File: src/rtl/mat_engine_arbiter.sv
// Round-robin sequencer that shares one 3x3 matrix engine between NREQ requesters:
// grant, stream the operand into the engine, start it, forward results, report completion.
module mat_engine_arbiter #(
    parameter int NREQ       = 2,
    parameter int M          = 3,
    parameter int P          = 3,
    parameter int DATA_WIDTH = 32,
    parameter int TIMEOUT    = 64
) (
    input  logic                       clk,
    input  logic                       rst,
    input  logic [NREQ-1:0]            req_i,
    output logic [NREQ-1:0]            gnt_o,
    output logic [3:0]                 src_addr_o,
    input  logic [NREQ*DATA_WIDTH-1:0] src_data_i,
    output logic [NREQ-1:0]            res_wen_o,
    output logic [3:0]                 res_addr_o,
    output logic [DATA_WIDTH-1:0]      res_data_o,
    output logic [NREQ-1:0]            op_done_o,
    output logic [NREQ-1:0]            op_err_o,
    output logic                       eng_start_o,
    output logic [DATA_WIDTH-1:0]      eng_a_in_o,
    output logic [3:0]                 eng_a_addr_o,
    output logic                       eng_a_wen_o,
    input  logic [DATA_WIDTH-1:0]      eng_c_out_i,
    input  logic                       eng_c_valid_i,
    input  logic                       eng_done_i,
    input  logic [3:0]                 eng_idx_i
);
    localparam int N     = M * P;
    localparam int PTR_W = $clog2(NREQ);
    localparam int WD_W  = $clog2(TIMEOUT + 1);

    localparam logic [2:0] S_IDLE  = 3'd0;
    localparam logic [2:0] S_LOAD  = 3'd1;
    localparam logic [2:0] S_START = 3'd2;
    localparam logic [2:0] S_RUN   = 3'd3;
    localparam logic [2:0] S_DONE  = 3'd4;

    localparam logic [3:0]       K_LAST   = 4'(N - 1);
    localparam logic [WD_W-1:0]  WD_LAST  = WD_W'(TIMEOUT - 1);
    localparam logic [PTR_W-1:0] PTR_LAST = PTR_W'(NREQ - 1);

    logic [2:0]            state_q, state_d;
    logic [NREQ-1:0]       gnt_q, gnt_d;
    logic [PTR_W-1:0]      gidx_q, gidx_d;
    logic [PTR_W-1:0]      rr_q, rr_d;
    logic [3:0]            k_q, k_d;
    logic [WD_W-1:0]       wd_q, wd_d;
    logic                  err_q, err_d;
    logic [NREQ-1:0]       res_wen_q, res_wen_d;
    logic [3:0]            res_addr_q, res_addr_d;
    logic [DATA_WIDTH-1:0] res_data_q, res_data_d;

    logic [DATA_WIDTH-1:0] src_arr [NREQ];

    for (genvar gi = 0; gi < NREQ; gi++) begin : g_src_unpack
        assign src_arr[gi] = src_data_i[gi*DATA_WIDTH +: DATA_WIDTH];
    end

    // First requester at or after the rr pointer, wrapping modulo NREQ.
    logic             win_found;
    logic [PTR_W-1:0] win_idx;
    logic [PTR_W:0]   arb_sum;
    always_comb begin
        win_found = 1'b0;
        win_idx   = '0;
        arb_sum   = '0;
        for (int i = 0; i < NREQ; i++) begin
            arb_sum = {1'b0, rr_q} + (PTR_W+1)'(i);
            if (arb_sum >= (PTR_W+1)'(NREQ)) begin
                arb_sum = arb_sum - (PTR_W+1)'(NREQ);
            end
            if (!win_found && req_i[arb_sum[PTR_W-1:0]]) begin
                win_found = 1'b1;
                win_idx   = arb_sum[PTR_W-1:0];
            end
        end
    end

    always_comb begin
        state_d    = state_q;
        gnt_d      = gnt_q;
        gidx_d     = gidx_q;
        rr_d       = rr_q;
        k_d        = k_q;
        wd_d       = wd_q;
        err_d      = err_q;
        res_wen_d  = '0;
        res_addr_d = res_addr_q;
        res_data_d = res_data_q;

        // A result arriving with eng_done is still forwarded, landing in the DONE cycle.
        if (eng_c_valid_i && (state_q == S_RUN || state_q == S_DONE)) begin
            res_wen_d  = gnt_q;
            res_addr_d = eng_idx_i;
            res_data_d = eng_c_out_i;
        end

        case (state_q)
            S_IDLE: begin
                if (win_found) begin
                    gnt_d          = '0;
                    gnt_d[win_idx] = 1'b1;
                    gidx_d         = win_idx;
                    k_d            = '0;
                    err_d          = 1'b0;
                    state_d        = S_LOAD;
                end
            end
            S_LOAD: begin
                if (k_q == K_LAST) begin
                    state_d = S_START;
                end else begin
                    k_d = k_q + 4'd1;
                end
            end
            S_START: begin
                wd_d    = '0;
                state_d = S_RUN;
            end
            S_RUN: begin
                if (eng_done_i) begin
                    state_d = S_DONE;
                end else if (wd_q == WD_LAST) begin
                    err_d   = 1'b1;
                    state_d = S_DONE;
                end else begin
                    wd_d = wd_q + WD_W'(1);
                end
            end
            S_DONE: begin
                gnt_d   = '0;
                rr_d    = (gidx_q == PTR_LAST) ? '0 : gidx_q + PTR_W'(1);
                state_d = S_IDLE;
            end
            default: state_d = S_IDLE;
        endcase
    end

    always_ff @(posedge clk or posedge rst) begin
        if (rst) begin
            state_q    <= S_IDLE;
            gnt_q      <= '0;
            gidx_q     <= '0;
            rr_q       <= '0;
            k_q        <= '0;
            wd_q       <= '0;
            err_q      <= 1'b0;
            res_wen_q  <= '0;
            res_addr_q <= '0;
            res_data_q <= '0;
        end else begin
            state_q    <= state_d;
            gnt_q      <= gnt_d;
            gidx_q     <= gidx_d;
            rr_q       <= rr_d;
            k_q        <= k_d;
            wd_q       <= wd_d;
            err_q      <= err_d;
            res_wen_q  <= res_wen_d;
            res_addr_q <= res_addr_d;
            res_data_q <= res_data_d;
        end
    end

    assign gnt_o        = gnt_q;
    assign src_addr_o   = (state_q == S_LOAD) ? k_q : '0;
    assign eng_a_addr_o = (state_q == S_LOAD) ? k_q : '0;
    assign eng_a_wen_o  = (state_q == S_LOAD);
    assign eng_a_in_o   = (state_q == S_LOAD) ? src_arr[gidx_q] : '0;
    assign eng_start_o  = (state_q == S_START);
    assign op_done_o    = (state_q == S_DONE && !err_q) ? gnt_q : '0;
    assign op_err_o     = (state_q == S_DONE &&  err_q) ? gnt_q : '0;
    assign res_wen_o    = res_wen_q;
    assign res_addr_o   = res_addr_q;
    assign res_data_o   = res_data_q;

endmodule

File: config.mk
export PLATFORM = sky130hd
export DESIGN_NAME = mat_engine_arbiter
export DESIGN_NICKNAME = d
export VERILOG_FILES = /design/src/rtl/mat_engine_arbiter.sv
export SDC_FILE = /design/constraint.sdc
export NUM_CORES = 1
export LEC_CHECK = 0
export CAP_MARGIN = 40
export CORE_AREA = 2 2 102 84
export DETAILED_ROUTE_END_ITERATION = 8
export DIE_AREA = 0 0 104 86
export GPL_ROUTABILITY_DRIVEN = 0
export GPL_TIMING_DRIVEN = 0
export PLACE_DENSITY = 0.94
export SYNTH_ARGS = -nofsm -noshare
export SYNTH_HDL_FRONTEND = slang
export SYNTH_SLANG_ARGS = --single-unit
File: constraint.sdc
create_clock -name clk -period 4.1 [get_ports clk]
set_clock_uncertainty 0.05 [all_clocks]
set_input_delay 0.615 -clock clk [delete_from_list [all_inputs] [get_ports clk]]
set_output_delay 0.615 -clock clk [all_outputs]
set_load 0.05 [all_outputs]
==> impl_metrics.toml, run 1 <==
[synth]
synth_warnings = 0
ys_seq_area_share_pct = 45.89
yosysTopAreaCellShare_pct = 45.89
syn_inst = 272
yosysMostFrequentCell = "dfrtp_1"
async_flop_share_pct = 100.0
synth_area_leaders = "dfrtp_1 46%, mux2i_1 12%, mux2_4 8.7%, mux2_2 6.9%, nor2_1 5.0%"
synth_edf_count = 0
synth.lib_cells_used.distinct = 49
yosys.area.top_type = "dfrtp_1"
synthesis.area_um2 = 3108
yosys_register_bits = 57
synthTopCellsByCount = "57 x dfrtp_1, 41 x nor2_1, 36 x mux2i_1"
ys.flop_type = "dfrtp_1"
avgSynthCellArea_um2 = 11.43
syn-num-nets = 381

[power_and_ir_drop]
pwr_density_cell_nw_per_um2 = 897.3
power_leakage_nw = 2.415
peakVddDrop_uv = 472.0

[route]
wl_per_cell_um = 16.92
routed_wl_um = 9951
drc = 0
ant_nets = 0
drtIter0Drc = 79
via_per_inst = 4.944
vias = 2907
drt-pass1-iter-count = 4

[grt]
grt_pass1_vias = 3050
grt_pass1_wl_um = 15910
grt-ovfl-total = 0
grt_max_degree = 31
antenna_found_initial = 0
grt_usage_pct = 22.74

[setup_path]
end_kind = "primary output"
critical_path_class = "reg -> out"
crit_fanout = 10
critPathMaxStageDelay_ps = 790
worstPathArrival_ps = 2830
crit_path_top_delay_cell = "clkdlybuf4s50_1"
cpMostUsedCell = "buf_2"
crit_chain = "buf_6 -> or3b_4 -> buf_2 -> buf_2 -> nor2_1 -> buf_4 -> clkdlybuf4s50_1"
start_kind = "flip-flop"
worstPathRequired_ps = 3430

[floorplan]
ios = 192
die_y_um = 86
num_rows = 29
core_um2 = 7838
die_area_um2 = 8944
die_x_um = 104
initial_core_util_pct = 39.66

[timing]
max_slew_margin_pct = 52.44
report.final.hold_viol_count = 0
fin_crit_sh_pct = 85.27
setup_viol = 0
fin_setup_tns_ps = 0
tightest_slew_ps = 713.4
drv_slew = 0
max_freq_ghz = 0.2860
rsz0062_at_grt = "no"
min_period_ps = 3496

[clock_network]
post_cts_buffers = 0
root_buffer = "clkbuf_8"
clock_path_buffers = 2
cts_resized = 0
clock-sinks = 57
tritoncts.num_buffers = 9
cts_tree = "yes"
insertion_delay_ps = 340
cts.clk_slew.worst_paths_ps = 70
cts_hold_buffers = 0
htreeDepth = 3

[placed_design]
dp_hpwl_um = 8064
portBuffers = 191
placed_area_um2 = 5175

[layout]
n_antenna_cell = 0
final_cell_area_um2 = 5401
nets = 584
area_growth_pct = 73.79
drive_gt1_share_pct = 16.88
fill_cells = 594

[job]
cap_violations = 0

[hold_path]
hold_path_class = "reg -> reg"

[run_status]
status = "completed"
[layout make-up]
class	count	area, µm²	share of cell area (%)
timing repair buffer	192	1932	35.77
multi-input combinational	184	1501	27.80
sequential	57	1426	26.41
tap	108	135.1	2.502
buffer	19	130.1	2.409
clock buffer	9	123.9	2.293
clock inverter	7	102.6	1.899
inverter	12	50.05	0.9266
[path summary, 6_finish.rpt]
kind / startpoint / endpoint / slack, ps / cells past startpoint
worst max-delay path: state_q[1] / src_addr_o[2] / 600 / 7
worst min register to register: wd_q[0] / wd_q[0] / 450 / 1
min in group asynchronous: rst / res_data_o[4] / 630 / 2
max in group asynchronous: rst / res_data_o[18] / 2800 / 3
worst max register to register: state_q[0] / k_q[3] / 2220 / 4
worst min-delay path: wd_q[0] / wd_q[0] / 450 / 1
[through the flow]
step                power [mW]  hold WS (ps)  worst slack, ps  utilization, %  std cells
detailed placement       4.270         441.1            965.9           66.03        572
global route             5.065         478.8            517.0           68.92        588
CTS                      4.878         450.5            590.8           68.92        588
global placement         4.167         430.6             1012           65.77        571
finish                   4.847         446.8            603.7           68.92        588
floorplan                3.205         420.6             1134               -        272
[registers in the layout, indices dropped and copies added (netlist names)]
name / count
gnt_o: 2
err_q: 1
k_q: 4
state_q: 3
rr_q: 1
res_data_o: 32
gidx_q: 1
res_addr_o: 4
res_wen_o: 2
wd_q: 7
[cells by family after synthesis]
logic type / Yosys count / share of synthesized area (%)
XOR/XNOR: 1 / 0.2819
AO/OA/AOI/OAI: 25 / 5.918
AND/OR/NAND/NOR: 82 / 13.73
flip-flops: 57 / 45.89
multiplexers: 73 / 27.17
buffers and inverters: 31 / 5.797
adder cells (fa/ha/maj): 3 / 1.208
[metal layers]
metal	up-vias	GRT usage [%]	wire (µm)
li1	1352	-	-
met1	1439	26.62	4099
met2	99	40.73	5216
met3	17	7.447	510
met4	0	5.651	124
met5	-	0	0
[cell usage in the layout, fill, tap and decap left out, drive strengths merged, types with 2 or more instances in the layout]
master and instances:
nor2 41, nand2b 2, a21oi 4, mux2 37
bufinv 2, o21ai 6, nand3b 2, clkinv 3
buf 19, dfrtp 57, inv 13, ha 3
nor3 3, mux2i 36, and3 4, nand3 4
clkbuf 10, nand2 10, or3b 2, clkdlybuf4s50 191
nand4b 2, and2 4, o211ai 2
[where the power goes]
group	internal, mW	switching [mW]	total [mW]
registers	0.820	0.173	0.993
clock network	0.348	0.246	0.594
logic	1.25	2.01	3.26
[critical path, delay by kind of cell, from the launching register on]
kind	cells	cell delay, ps
buf+inv	5	1490
flops	1	420
simple gates	2	580
Note: power is estimated with default switching activity, not from simulation.
==> inputs of run 2 (changes only) <==
Settings changed: SKIP_LAST_GASP set to 1.
==> results of run 2 <==
Same layout as run 1: the final DEF is identical, and so are final timing and power.
==> inputs of run 3 (changes only) <==
Settings changed: SKIP_LAST_GASP 1 to not set.
==> results of run 3 <==
Same layout as run 1: the final DEF is identical, and so are final timing and power.
